==> config.mk <==
export PLATFORM = sky130hd
export DESIGN_NAME = decode_queue
export DESIGN_NICKNAME = d
export VERILOG_FILES = /design/src/rtl/decode_queue_pkg.sv /design/src/rtl/decode_queue_fwd.sv /design/src/rtl/decode_queue.sv
export SDC_FILE = /design/constraint.sdc
export NUM_CORES = 1
export LEC_CHECK = 0
export ABC_AREA = 1
export BUFFER_PORTS_ARGS = -buffer_cell sky130_fd_sc_hd__buf_2
export CAP_MARGIN = 20
export CORE_AREA = 3 3 348 350
export DETAILED_ROUTE_END_ITERATION = 6
export DIE_AREA = 0 0 351 353
export GPL_TIMING_DRIVEN = 0
export PLACE_DENSITY_LB_ADDON = 0.1
export SLEW_MARGIN = 0
export SYNTH_ARGS = -nofsm -noshare
export SYNTH_HDL_FRONTEND = slang
export SYNTH_SLANG_ARGS = --single-unit
==> constraint.sdc <==
create_clock -name clk -period 13.8 [get_ports clk]
set_input_delay 4.14 -clock clk [delete_from_list [all_inputs] [get_ports clk]]
set_output_delay 4.14 -clock clk [all_outputs]
set_load 0.02 [all_outputs]
==> src/rtl/decode_queue_pkg.sv <==
// decode_queue_pkg: shared widths and types for the decode stage.
//   dq_entry_t - one buffered instruction (pc, raw instr, decoded ctl, imm)
//   fwd_src_t  - one forwarding source (valid, pending, dst, data)
// The data widths live here, not as module parameters, because the
// packed structs are sized by them.
package decode_queue_pkg;
  localparam int DQ_XLEN    = 64;
  localparam int DQ_CTL_W   = 32;
  localparam int DQ_DEPTH   = 4;
  localparam int DQ_NUM_FWD = 3;
  localparam int DQ_PTR_W   = $clog2(DQ_DEPTH);

  typedef struct packed {
    logic [DQ_XLEN-1:0]  pc;
    logic [31:0]         instr;
    logic [DQ_CTL_W-1:0] ctl;
    logic [DQ_XLEN-1:0]  imm;
  } dq_entry_t;

  typedef struct packed {
    logic               valid;
    logic               pending;
    logic [4:0]         dst;
    logic [DQ_XLEN-1:0] data;
  } fwd_src_t;
endpackage

==> src/rtl/decode_queue_fwd.sv <==
// operand_fwd_mux: resolves one source operand.
//   i_rs          - architectural source register
//   i_rd          - regfile read data for i_rs
//   i_src         - forwarding sources, index 0 = youngest = highest priority
//   o_data        - resolved operand (x0 always reads zero)
//   o_hit_pending - the winning source has no result yet (load-use hazard)
module operand_fwd_mux
  import decode_queue_pkg::*;
#(
  parameter int NUM_FWD = DQ_NUM_FWD
) (
  input  logic [4:0]               i_rs,
  input  logic [DQ_XLEN-1:0]       i_rd,
  input  fwd_src_t [NUM_FWD-1:0]   i_src,
  output logic [DQ_XLEN-1:0]       o_data,
  output logic                     o_hit_pending
);
  // Walk from lowest to highest priority so the youngest match is the last
  // write; an older pending match is therefore masked by a younger hit.
  always_comb begin
    o_data        = i_rd;
    o_hit_pending = 1'b0;
    for (int i = NUM_FWD - 1; i >= 0; i--) begin
      if (i_src[i].valid && (i_src[i].dst == i_rs)) begin
        o_data        = i_src[i].data;
        o_hit_pending = i_src[i].pending;
      end
    end
    if (i_rs == 5'd0) begin
      o_data        = '0;
      o_hit_pending = 1'b0;
    end
  end
endmodule

==> src/rtl/decode_queue.sv <==
// decode_queue: DEPTH-entry instruction FIFO between fetch and execute with
// a registered ID/EX output stage.
//   clk/reset/flush         - clock, sync active-high reset, pipeline kill
//   in_*                    - fetch side (valid/ready) plus decoded fields
//   rs1_addr/rs2_addr, rd*  - combinational regfile read for the head entry
//   fwd_*                   - NUM_FWD forwarding sources, index 0 highest priority
//   out_*                   - execute side (valid/ready) plus resolved operands
module decode_queue
  import decode_queue_pkg::*;
#(
  parameter int DEPTH   = DQ_DEPTH,
  parameter int NUM_FWD = DQ_NUM_FWD
) (
  input  logic                      clk,
  input  logic                      reset,
  input  logic                      flush,
  input  logic                      in_valid,
  output logic                      in_ready,
  input  logic [DQ_XLEN-1:0]        in_pc,
  input  logic [31:0]               in_instr,
  input  logic [DQ_CTL_W-1:0]       in_ctl,
  input  logic [DQ_XLEN-1:0]        in_imm,
  output logic [4:0]                rs1_addr,
  output logic [4:0]                rs2_addr,
  input  logic [DQ_XLEN-1:0]        rd1,
  input  logic [DQ_XLEN-1:0]        rd2,
  input  logic [NUM_FWD-1:0]        fwd_valid,
  input  logic [NUM_FWD-1:0]        fwd_pending,
  input  logic [NUM_FWD*5-1:0]      fwd_dst,
  input  logic [NUM_FWD*DQ_XLEN-1:0] fwd_data,
  output logic                      out_valid,
  input  logic                      out_ready,
  output logic [DQ_XLEN-1:0]        out_pc,
  output logic [31:0]               out_instr,
  output logic [DQ_CTL_W-1:0]       out_ctl,
  output logic [DQ_XLEN-1:0]        out_imm,
  output logic [DQ_XLEN-1:0]        out_srca,
  output logic [DQ_XLEN-1:0]        out_srcb,
  output logic [4:0]                out_rs1,
  output logic [4:0]                out_rs2,
  output logic [4:0]                out_dst,
  output logic [11:0]               out_csr
);
  localparam int PTR_W = $clog2(DEPTH);
  localparam int CNT_W = PTR_W + 1;

  dq_entry_t          r_mem [DEPTH];
  logic [PTR_W-1:0]   r_head, r_tail;
  logic [CNT_W-1:0]   r_count;
  logic               r_out_valid;
  dq_entry_t          r_out;
  logic [DQ_XLEN-1:0] r_srca, r_srcb;

  dq_entry_t             w_head;
  fwd_src_t [NUM_FWD-1:0] w_src;
  logic [DQ_XLEN-1:0]    w_op1, w_op2;
  logic                  w_pend1, w_pend2;
  logic                  w_head_valid, w_push, w_issue;

  genvar g;
  generate
    for (g = 0; g < NUM_FWD; g++) begin : g_src
      assign w_src[g].valid   = fwd_valid[g];
      assign w_src[g].pending = fwd_pending[g];
      assign w_src[g].dst     = fwd_dst[g*5 +: 5];
      assign w_src[g].data    = fwd_data[g*DQ_XLEN +: DQ_XLEN];
    end
  endgenerate

  assign w_head   = r_mem[r_head];
  assign rs1_addr = w_head.instr[19:15];
  assign rs2_addr = w_head.instr[24:20];

  operand_fwd_mux #(.NUM_FWD(NUM_FWD)) u_fwd1 (
    .i_rs(rs1_addr), .i_rd(rd1), .i_src(w_src), .o_data(w_op1), .o_hit_pending(w_pend1)
  );
  operand_fwd_mux #(.NUM_FWD(NUM_FWD)) u_fwd2 (
    .i_rs(rs2_addr), .i_rd(rd2), .i_src(w_src), .o_data(w_op2), .o_hit_pending(w_pend2)
  );

  // Full blocks push even if the head issues this cycle (no push-through-pop).
  assign in_ready     = (r_count != CNT_W'(DEPTH));
  assign w_head_valid = (r_count != '0);
  assign w_push       = in_valid && in_ready && !flush;
  assign w_issue      = w_head_valid && !w_pend1 && !w_pend2 &&
                        (!r_out_valid || out_ready) && !flush;

  always_ff @(posedge clk) begin
    if (w_push) r_mem[r_tail] <= '{pc: in_pc, instr: in_instr, ctl: in_ctl, imm: in_imm};
  end

  always_ff @(posedge clk) begin
    if (reset || flush) begin
      r_head  <= '0;
      r_tail  <= '0;
      r_count <= '0;
    end else begin
      if (w_push)  r_tail <= r_tail + 1'b1;
      if (w_issue) r_head <= r_head + 1'b1;
      case ({w_push, w_issue})
        2'b10:   r_count <= r_count + 1'b1;
        2'b01:   r_count <= r_count - 1'b1;
        default: r_count <= r_count;
      endcase
    end
  end

  // ID/EX register: operands are captured only on the issue edge.
  always_ff @(posedge clk) begin
    if (reset) begin
      r_out_valid <= 1'b0;
      r_out       <= '0;
      r_srca      <= '0;
      r_srcb      <= '0;
    end else if (flush) begin
      r_out_valid <= 1'b0;
    end else if (w_issue) begin
      r_out_valid <= 1'b1;
      r_out       <= w_head;
      r_srca      <= w_op1;
      r_srcb      <= w_op2;
    end else if (out_ready) begin
      r_out_valid <= 1'b0;
    end
  end

  assign out_valid = r_out_valid;
  assign out_pc    = r_out.pc;
  assign out_instr = r_out.instr;
  assign out_ctl   = r_out.ctl;
  assign out_imm   = r_out.imm;
  assign out_srca  = r_srca;
  assign out_srcb  = r_srcb;
  assign out_rs1   = r_out.instr[19:15];
  assign out_rs2   = r_out.instr[24:20];
  assign out_dst   = r_out.instr[11:7];
  assign out_csr   = r_out.instr[31:20];
endmodule

Yosys cells after proc, flatten, opt, wreduce, memory -nomap -nowiden
Memory sizes are Yosys's and may differ from the RTL's. A register that Yosys moved wholly into a read port is not among the register bits.
Cells that the tools add are included.
{"block": "totals", "reg_bits": 328, "input_bits": 538, "memories": 1, "ramBits": 768}
{"name": "r_mem", "depth": 4, "word_bits": 192, "read_ports": 1, "rd_ports_with_merged_regs": 1, "wr": 1, "line_no": "decode_queue.sv:47", "rtl": "dq_entry_t r_mem [DEPTH];"}
{"block": "classes", "eq_ne": 9, "mux": 23, "n_bitwise": 1, "reduce_logical": 25, "n_addsub": 4}
{"cell": "$mux W64", "n": 8}
{"cell": "$eq A5 B5 Y1", "n": 6}
{"cell": "$logic_and A1 B1 Y1", "n": 12}
{"cell": "$mux W1", "n": 12}
{"cell": "$logic_not A5 Y1", "n": 2}
{"cell": "$pmux W3 S2", "n": 1}
{"cell": "$add A2 B1 Y2 const B", "n": 2}
{"cell": "$logic_not A1 Y1", "n": 4}
{"cell": "$mux W2", "n": 2}
{"cell": "$reduce_bool A2 Y1", "n": 2}
{"cell": "$add A3 B1 Y3 const B", "n": 1}
{"cell": "$ne A3 B3 Y1 const B", "n": 1}
{"cell": "$reduce_bool A3 Y1", "n": 1}
{"cell": "$sub A3 B1 Y3 const B", "n": 1}
{"cell": "$eq A2 B1 Y1 const B", "n": 1}
{"cell": "$eq A2 B2 Y1 const B", "n": 1}
{"cell": "$logic_or A1 B1 Y1", "n": 2}
{"cell": "$reduce_and A2 Y1", "n": 1}
{"cell": "$reduce_or A2 Y1", "n": 1}
{"cell": "$not A1 Y1", "n": 1}

Logic depth before layout (Yosys ltp)
Gate-level depths: netlist (run 1).
{"block": "depth", "depth_word": 13, "ltp_mapped": 27, "mapped_depth_nobuf": 22}

Hierarchy
From an unflattened synthesis (run 1), not the netlist that was laid out.
{"block": "hier_totals", "cells_unflattened": 5982, "hier_area_um2": 50323.3}
{"mod": "decode_queue", "area_per_inst_um2": 43329.1, "cells_per_inst": 4416, "instances": 1}
{"mod": "operand_fwd_mux", "area_per_inst_um2": 3497.1, "cells_per_inst": 783, "instances": 2}

Least setup slack after synthesis (run 1)
OpenSTA, ideal clock, no wires.
{"block": "synth_timing", "path_type": "input port to flip-flop", "from": "input in_valid", "to": "memory r_mem[0][0] in the netlist's numbering (enable)", "required_time_ns": 13.053, "stages": 4, "n_path_buf": 1, "path_slack_ns": 0.447, "setup_time_ns": 0.747, "arrival_time_ns": 12.605, "path_cell_list": "nand2_1 -> or2_2 -> clkbuf_1 -> nor2_1"}
{"block": "synth_via", "elab_chain_len": 4}
{"element": "start, declared", "line_no": "decode_queue.sv:17", "rtl": "input logic in_valid,"}
{"element": "$logic_and A1 B1 Y1 (2 in series)", "line_no": "decode_queue.sv:84", "rtl": "assign w_push = in_valid && in_ready && !flush;"}
{"element": "$mux W1", "line_no": "decode_queue.sv:89", "rtl": "if (w_push) r_mem[r_tail] <= '{pc: in_pc, instr: in_instr, ctl: in_ctl, imm: in_imm};"}
{"element": "$mux W1 (implied by the code)", "line_no": "decode_queue.sv:89"}
{"element": "end, declared", "line_no": "decode_queue.sv:47"}
Every way passes these cells.

==> results of run 1 <==
kinds of logic (layout without fill, tap and decap cells):
| kind of cell | Yosys count | in the layout | synth area share |
|---|---|---|---|
| buffers and inverters | 1143 | 2299 | 0.09483 |
| AND/OR/NAND/NOR | 2533 | 2533 | 0.2061 |
| adder cells (fa/ha/maj) | 6 | 6 | 0.001676 |
| AO/OA/AOI/OAI | 707 | 707 | 0.09361 |
| other | 0 | 85 | 0 |
| flip-flops | 1098 | 1098 | 0.6022 |
| XOR/XNOR | 9 | 9 | 0.001600 |
synth_stat cells (3+ instances only):
library cell,number
nor3_1,3
edfxtp_1,768
clkinv_1,3
buf_2,96
a21oi_1,321
o21ai_0,135
nor2_1,745
o211ai_1,64
buf_6,7
nand3_1,104
buf_1,30
xor2_1,9
nand2_2,4
nand4_1,184
buf_4,55
dfxtp_1,330
a32o_1,182
clkbuf_1,216
inv_1,733
o21ai_1,4
nand2_1,1482
nand3b_1,7
ha_1,5
stage by stage:
stage          hold WS, ns  instance area (um2)  worst slack (ns)
2_1_floorplan       0.4440                49270            0.4473
4_1_cts             0.4904                60610             7.148
3_5_place_dp        0.4741                56460             6.536
3_3_place_gp        0.4671                55670            -7.088
5_1_grt             0.5170                60730             7.039
6_report            0.4968                60820             7.222
cells in the final DEF, fill, tap and decap left out, drive strengths merged:
master	count
a32o	182
nand4	184
dfxtp	330
ha	5
nor3	3
o211ai	64
diode	85
clkbuf	378
inv	740
bufinv	16
buf	1121
xor2	9
nand2	1486
clkinvlp	5
fa	1
nand3	105
nor2	747
edfxtp	768
o21ai	139
a21oi	321
or2	1
o21a	1
clkinv	39
nand3b	7
routing by layer:
| layer | global-route usage | share of wire |
|---|---|---|
| met5 | 0 | 0.0012 |
| met2 | 0.5111 | 0.48 |
| met3 | 0.07638 | 0.074 |
| met1 | 0.3541 | 0.38 |
| met4 | 0.1960 | 0.066 |
sequential cells by signal, summed over array words and instances (netlist names), 3 cells and up, named ones only:
signal	flops
r_mem	768
out_imm	64
out_pc	64
out_srca	64
out_srcb	64
out_ctl	32
out_instr	32
r_count	3
power by group through the flow:
stage / clock network, W / logic [W] / registers [W]
after floorplan: 0 / 0.000319 / 0.00377
after global placement: 0 / 0.000682 / 0.00374
after detailed placement: 0 / 0.000697 / 0.00372
after CTS: 0.00340 / 0.000701 / 0.00365
after global routing: 0.00354 / 0.000766 / 0.00365
final: 0.00334 / 0.000703 / 0.00365
area by class of cell:
cell class	instances	area (um2)	area share
Sequential cell	1098	29670	0.4878
Multi-Input combinational cell	3255	14960	0.2459
Timing Repair Buffer	933	5238	0.08612
Clock buffer	162	3339	0.05491
Inverter	739	2776	0.04565
Tap cell	1536	1922	0.03160
Buffer	404	1897	0.03119
Clock inverter	61	809.5	0.01331
Antenna cell	85	212.7	0.003497
worst min path at each step:
stage	end	slack, ns	depth (start not counted)
after floorplan	r_count[2]	0.44	1
after global placement	r_count[2]	0.47	1
after detailed placement	r_count[2]	0.47	1
after CTS	r_count[2]	0.49	1
after global routing	r_count[2]	0.52	1
final	r_count[2]	0.50	1
==> flow_summary_export.csv, run 1 <==
group,metric,value,unit
synthesis,synth-seq-area-share,0.6022,
route,routedWlPerCell,23.90,um
pwr,p_switching,0.001850,W
synthesis,synth_cell_types,30,
pwr,peakVddDrop,0.1067,mV
route,drtIter0Drc,3367,
placement,numPortBuffers,896,
critical_path,worstPathMaxFanout,10,
clock_network,cts_buffers,117,
placement,dpl.cell_count,7965,
sta,tightest_slew,1.184,ns
critical_path,path_common_cell,"buf_2",
critical_path,r2r_end,"r_count[2]",
pwr,leakagePower,27.21,nW
route,vias,41970,
worst_hold_path,min_path_type,"flip-flop to flip-flop",
clock_network,postCtsSetupBuffers,0,
synthesis,netlist.area_leader.share,0.4681,
sta,drv_slew,0,
final_layout,final_util,0.5151,
clock_network,cts-root-buf,"clkbuf_16",
critical_path,cp.depth,7,
outcome,status,"complete, no violations",
global_routing,grt_start_max_net_pins,29,
critical_path,rrSetupSlack,9.70,ns
critical_path,critPathKind,"flip-flop to output port",
sta,rsz0062_at_grt,"false",
floorplanning,rows,126,
worst_hold_path,hold_start,"r_count[2]",
pwr,pwr-share-comb,0.091,
clock_network,clockBufferDepth,3,
route,drt-vias-per-instance,5.073,
global_routing,grt_overflow,0,
synthesis,synth_cells,5496,
global_routing,track_usage,0.3078,
sta,layout_min_cycle_time,6.578,ns
final_layout,fin_nets,7092,
floorplanning,die_height,353,um
clock_network,cts_tree,"done",
synthesis,syn_nets,6040,
sta,setup_tns,0,ns
sta,timing.slew.headroom,0.2104,
final_layout,nFillCells,11320,
critical_path,critical-path-max-stage-delay,0.32,ns
floorplanning,initial_core_util,0.4172,
clock_network,cts.clk_slew.worst_paths,0.06,ns
global_routing,antenna_found_initial,118,
sta,setup_viol,0,
synthesis,synth_edf_count,768,
final_layout,fin_cells,8273,
floorplanning,die_x,351,um
critical_path,cp-start-kind,"flip-flop",
synthesis,yosysTopAreaCell,"edfxtp_1",
clock_network,clock-sinks,1098,
sta,fin_crit_sh,0.4766,
final_layout,layout-drive-gt1-share,0.1951,
pwr,power.density,126.5,nW/um2
floorplanning,die-area,123900,um2
sta,fmax,152.0,MHz
placement,dp_hpwl,150700,um
critical_path,crit_path_end_kind,"output port",
sta,timing.final.hold_violations,0,
route,ant_nets,0,
global_routing,grt_pass1_vias,39920,
pwr,pwr-share-clk,0.434,
clock_network,cts_hold_buf,0,
critical_path,rr_worst_depth,20,
pwr,switching_share,0.2405,
synthesis,ys_ff_latch,1098,
critical_path,crit_required,9.66,ns
pwr,fin_total_pwr,0.007693,W
synthesis,ys_async_sr_fraction,0,
clock_network,clkLatencyLatePin,0.71,ns
critical_path,crit_family,"buffers and inverters",
sta,clock_skew,0.04094,ns
flow_run,max_cap_viol_count,0,
clock_network,post_cts_resized,0,
synthesis,synth_ff_type,"edfxtp_1",
route,wirelength,197700,um
critical_path,arrival,2.44,ns
synthesis,yosysWarnings,0,
global_routing,grt_pass1_wl,276700,um
floorplanning,io_pins,897,
pwr,p_int,0.005842,W
synthesis,syn_area_per_cell,8.964,um2
floorplanning,fp.coreArea,118100,um2
critical_path,path_buf_inv,5,
synthesis,post_synth_instance_area,49270,um2
pwr,power_frac_seq,0.474,
final_layout,area_delta_synth_final,23.45,%
placement,gp_congestion,1.003,
route,drc_errors,0,
clock_network,htreeDepth,3,
critical_path,crit_end,"rs1_addr[3]",
route,dr.pass1.iters,6,
critical_path,worst_path_max_delay_cell,"dfxtp_1",
synthesis,synth_top_cells_by_area,"edfxtp_1 (47%), dfxtp_1 (13%), nand2_1 (11%), nor2_1 (5.7%), inv_1 (5.6%)",
critical_path,cp_cell_sequence,"inv_2 > buf_2 > nand3_1 > nand2_1 > inv_1 > buf_4 > buf_2",
Power figures use the tool's default switching activity.
==> run 2, diff against run 1 <==
ABC_AREA = 0   (was 1)
CORE_AREA = 3 3 346 348   (was 3 3 348 350)
DIE_AREA = 0 0 349 351   (was 0 0 351 353)
clock period = 6.8 ns   (was 13.8 ns; I/O delays follow)
==> flow_summary_export.csv, run 2 <==
group,metric,value,unit
outcome,status,"complete, no violations",
clock_network,cts_buffers,117,
final_layout,nFillCells,10730,
pwr,p_switching,0.003395,W
route,wirelength,159500,um
sta,tightest_slew,1.046,ns
final_layout,largest_reg_flops,768,
synthesis,syn_nets,3463,
placement,gp_congestion,0.9624,
route,vias,30320,
synthesis,yosysTopAreaCell,"edfxtp_1",
synthesis,synth_ff_type,"edfxtp_1",
flow_run,max_cap_viol_count,0,
pwr,pwr-share-clk,0.444,
floorplanning,io_pins,897,
synthesis,ys_async_sr_fraction,0,
route,drtIter0Drc,2049,
clock_network,cts-root-buf,"clkbuf_16",
worst_hold_path,min_path_type,"flip-flop to flip-flop",
final_layout,final_common_cell,"buf_2",
global_routing,grt_pass1_wl,221100,um
clock_network,clkLatencyLatePin,0.71,ns
clock_network,post_cts_resized,0,
critical_path,critical-path-max-stage-delay,0.65,ns
critical_path,crit_required,7.42,ns
route,drt-vias-per-instance,5.368,
final_layout,area_delta_synth_final,25.64,%
pwr,leakagePower,19.38,nW
global_routing,grt_pass1_vias,30210,
final_layout,multi_input_area,12400,um2
sta,hold_ws,0.4571,ns
placement,dp_hpwl,119700,um
clock_network,clock-sinks,1098,
synthesis,syn_area_per_cell,14.87,um2
route,dr.pass1.iters,5,
floorplanning,die-area,122500,um2
pwr,pwr-share-comb,0.066,
global_routing,busiest_layer,"met2",
synthesis,synth_edf_count,768,
route,routedWlPerCell,28.23,um
critical_path,path_buf_inv,4,
floorplanning,die_height,351,um
global_routing,grt_start_max_net_pins,54,
critical_path,worstPathMaxFanout,10,
pwr,power_frac_seq,0.489,
global_routing,antenna_found_initial,122,
floorplanning,die_x,349,um
sta,setup_ws,1.156,ns
sta,clock_skew,0.03899,ns
synthesis,synth_top_cells_by_area,"edfxtp_1 (53%), dfxtp_1 (15%), mux4_2 (10%), a21oi_1 (4.5%), o21ai_0 (3.0%)",
synthesis,ys_top_cells_by_count,"edfxtp_1 (768), a21oi_1 (390), dfxtp_1 (330)",
sta,timing.slew.headroom,0.3025,
floorplanning,rows,125,
sta,setup_viol,0,
clock_network,htreeDepth,3,
final_layout,regMostFlops,"r_mem",
synthesis,synth_most_common_cell,"edfxtp_1",
sta,drv_slew,0,
pwr,peakVddDrop,0.2378,mV
route,ant_nets,0,
final_layout,layout-drive-gt1-share,0.3447,
sta,setup_tns,0,ns
global_routing,grt_use_met2,0.4315,
clock_network,cts_tree,"done",
placement,numPortBuffers,895,
pwr,power.density,274.8,nW/um2
floorplanning,fp.coreArea,116500,um2
route,drc_errors,0,
critical_path,cp-start-kind,"flip-flop",
final_layout,final_util,0.4681,
synthesis,synth_cells,2919,
pwr,p_int,0.01159,W
clock_network,postCtsSetupBuffers,0,
final_layout,fin_nets,4497,
sta,fmax,177.2,MHz
final_layout,final-seq-area,29670,um2
clock_network,clockBufferDepth,3,
global_routing,grt_overflow,0,
clock_network,cts.clk_slew.worst_paths,0.06,ns
sta,rsz0062_at_grt,"false",
global_routing,use_met3,0.07081,
critical_path,arrival,6.26,ns
critical_path,critPathKind,"flip-flop to flip-flop",
global_routing,met1_usage,0.2879,
critical_path,worst_path_max_delay_cell,"buf_1",
clock_network,cts_hold_buf,0,
sta,fin_crit_sh,0.8299,
pwr,switching_share,0.2265,
sta,timing.final.hold_violations,0,
final_layout,fin_cells,5649,
critical_path,crit_family,"buffers and inverters",
synthesis,synth_cell_types,37,
final_layout,layout_common_cells,"buf_2 (951), edfxtp_1 (768), a21oi_1 (390)",
synthesis,yosysWarnings,0,
floorplanning,initial_core_util,0.3726,
sta,layout_min_cycle_time,5.644,ns
placement,dpl.cell_count,5358,
synthesis,synth-seq-area-share,0.6835,
critical_path,cp_cell_sequence,"buf_1 > mux4_2 > buf_2 > xnor2_1 > nand4_1 > o2111a_1 > a211oi_1 > o21ai_1 > clkbuf_1 > nor2_1 > ha_1 > inv_1 > fa_1 > xor2_1 > or3_1 > a21oi_1",
placement,pre_cts_ws,0.6393,ns
synthesis,ys_ff_latch,1098,
synthesis,post_synth_instance_area,43410,um2
synthesis,netlist.area_leader.share,0.5313,
global_routing,track_usage,0.2515,
critical_path,crit_path_end_kind,"flip-flop",
[run 2: layout make-up]
cell class	count	share of cell area
Sequential cell	1098	0.5440
Multi-Input combinational cell	1522	0.2274
Timing Repair Buffer	915	0.09117
Clock buffer	161	0.05965
Tap cell	1524	0.03496
Buffer	293	0.02427
Clock inverter	61	0.01493
Antenna cell	69	0.003166
Inverter	6	0.0004129
[run 2: layer usage]
layer / share of wire / up-vias
met4: 0.053 / 48
met3: 0.070 / 369
met5: 0.0020 / -
met1: 0.37 / 15180
met2: 0.50 / 1109
li1: - / 13620
[run 2: power by group through the flow]
stage	registers, W	clock network (W)	logic (W)
after floorplan	0.00753	0	0.000413
after global placement	0.00749	0	0.000978
after detailed placement	0.00748	0	0.000997
after CTS	0.00733	0.00681	0.00100
after global routing	0.00734	0.00707	0.00107
final	0.00734	0.00666	0.000994
[run 2: metrics by stage]
stage | power (W) | area, um2
2_1_floorplan | 0.007946 | 43410
3_3_place_gp | 0.008470 | 49800
3_5_place_dp | 0.008475 | 50300
4_1_cts | 0.01514 | 54370
5_1_grt | 0.01548 | 54480
6_report | 0.01499 | 54540
[run 2: worst paths after layout]
check,start,endpoint,slack [ns],depth (start not counted)
max,flip-flop,r_count[2],1.16,16
min,out_srca[29],out_srca[29],0.46,1
max reg2reg,flip-flop,r_count[2],1.16,16
min reg2reg,out_srca[29],out_srca[29],0.46,1
[run 2: logic make-up after synthesis]
family / after synthesis / share of synthesized area
compound gates: 849 / 0.1132
xor+xnor: 33 / 0.006658
fa+ha+maj: 6 / 0.001902
buf+inv: 299 / 0.03101
flops: 1098 / 0.6835
mux: 320 / 0.1291
simple gates: 314 / 0.03465
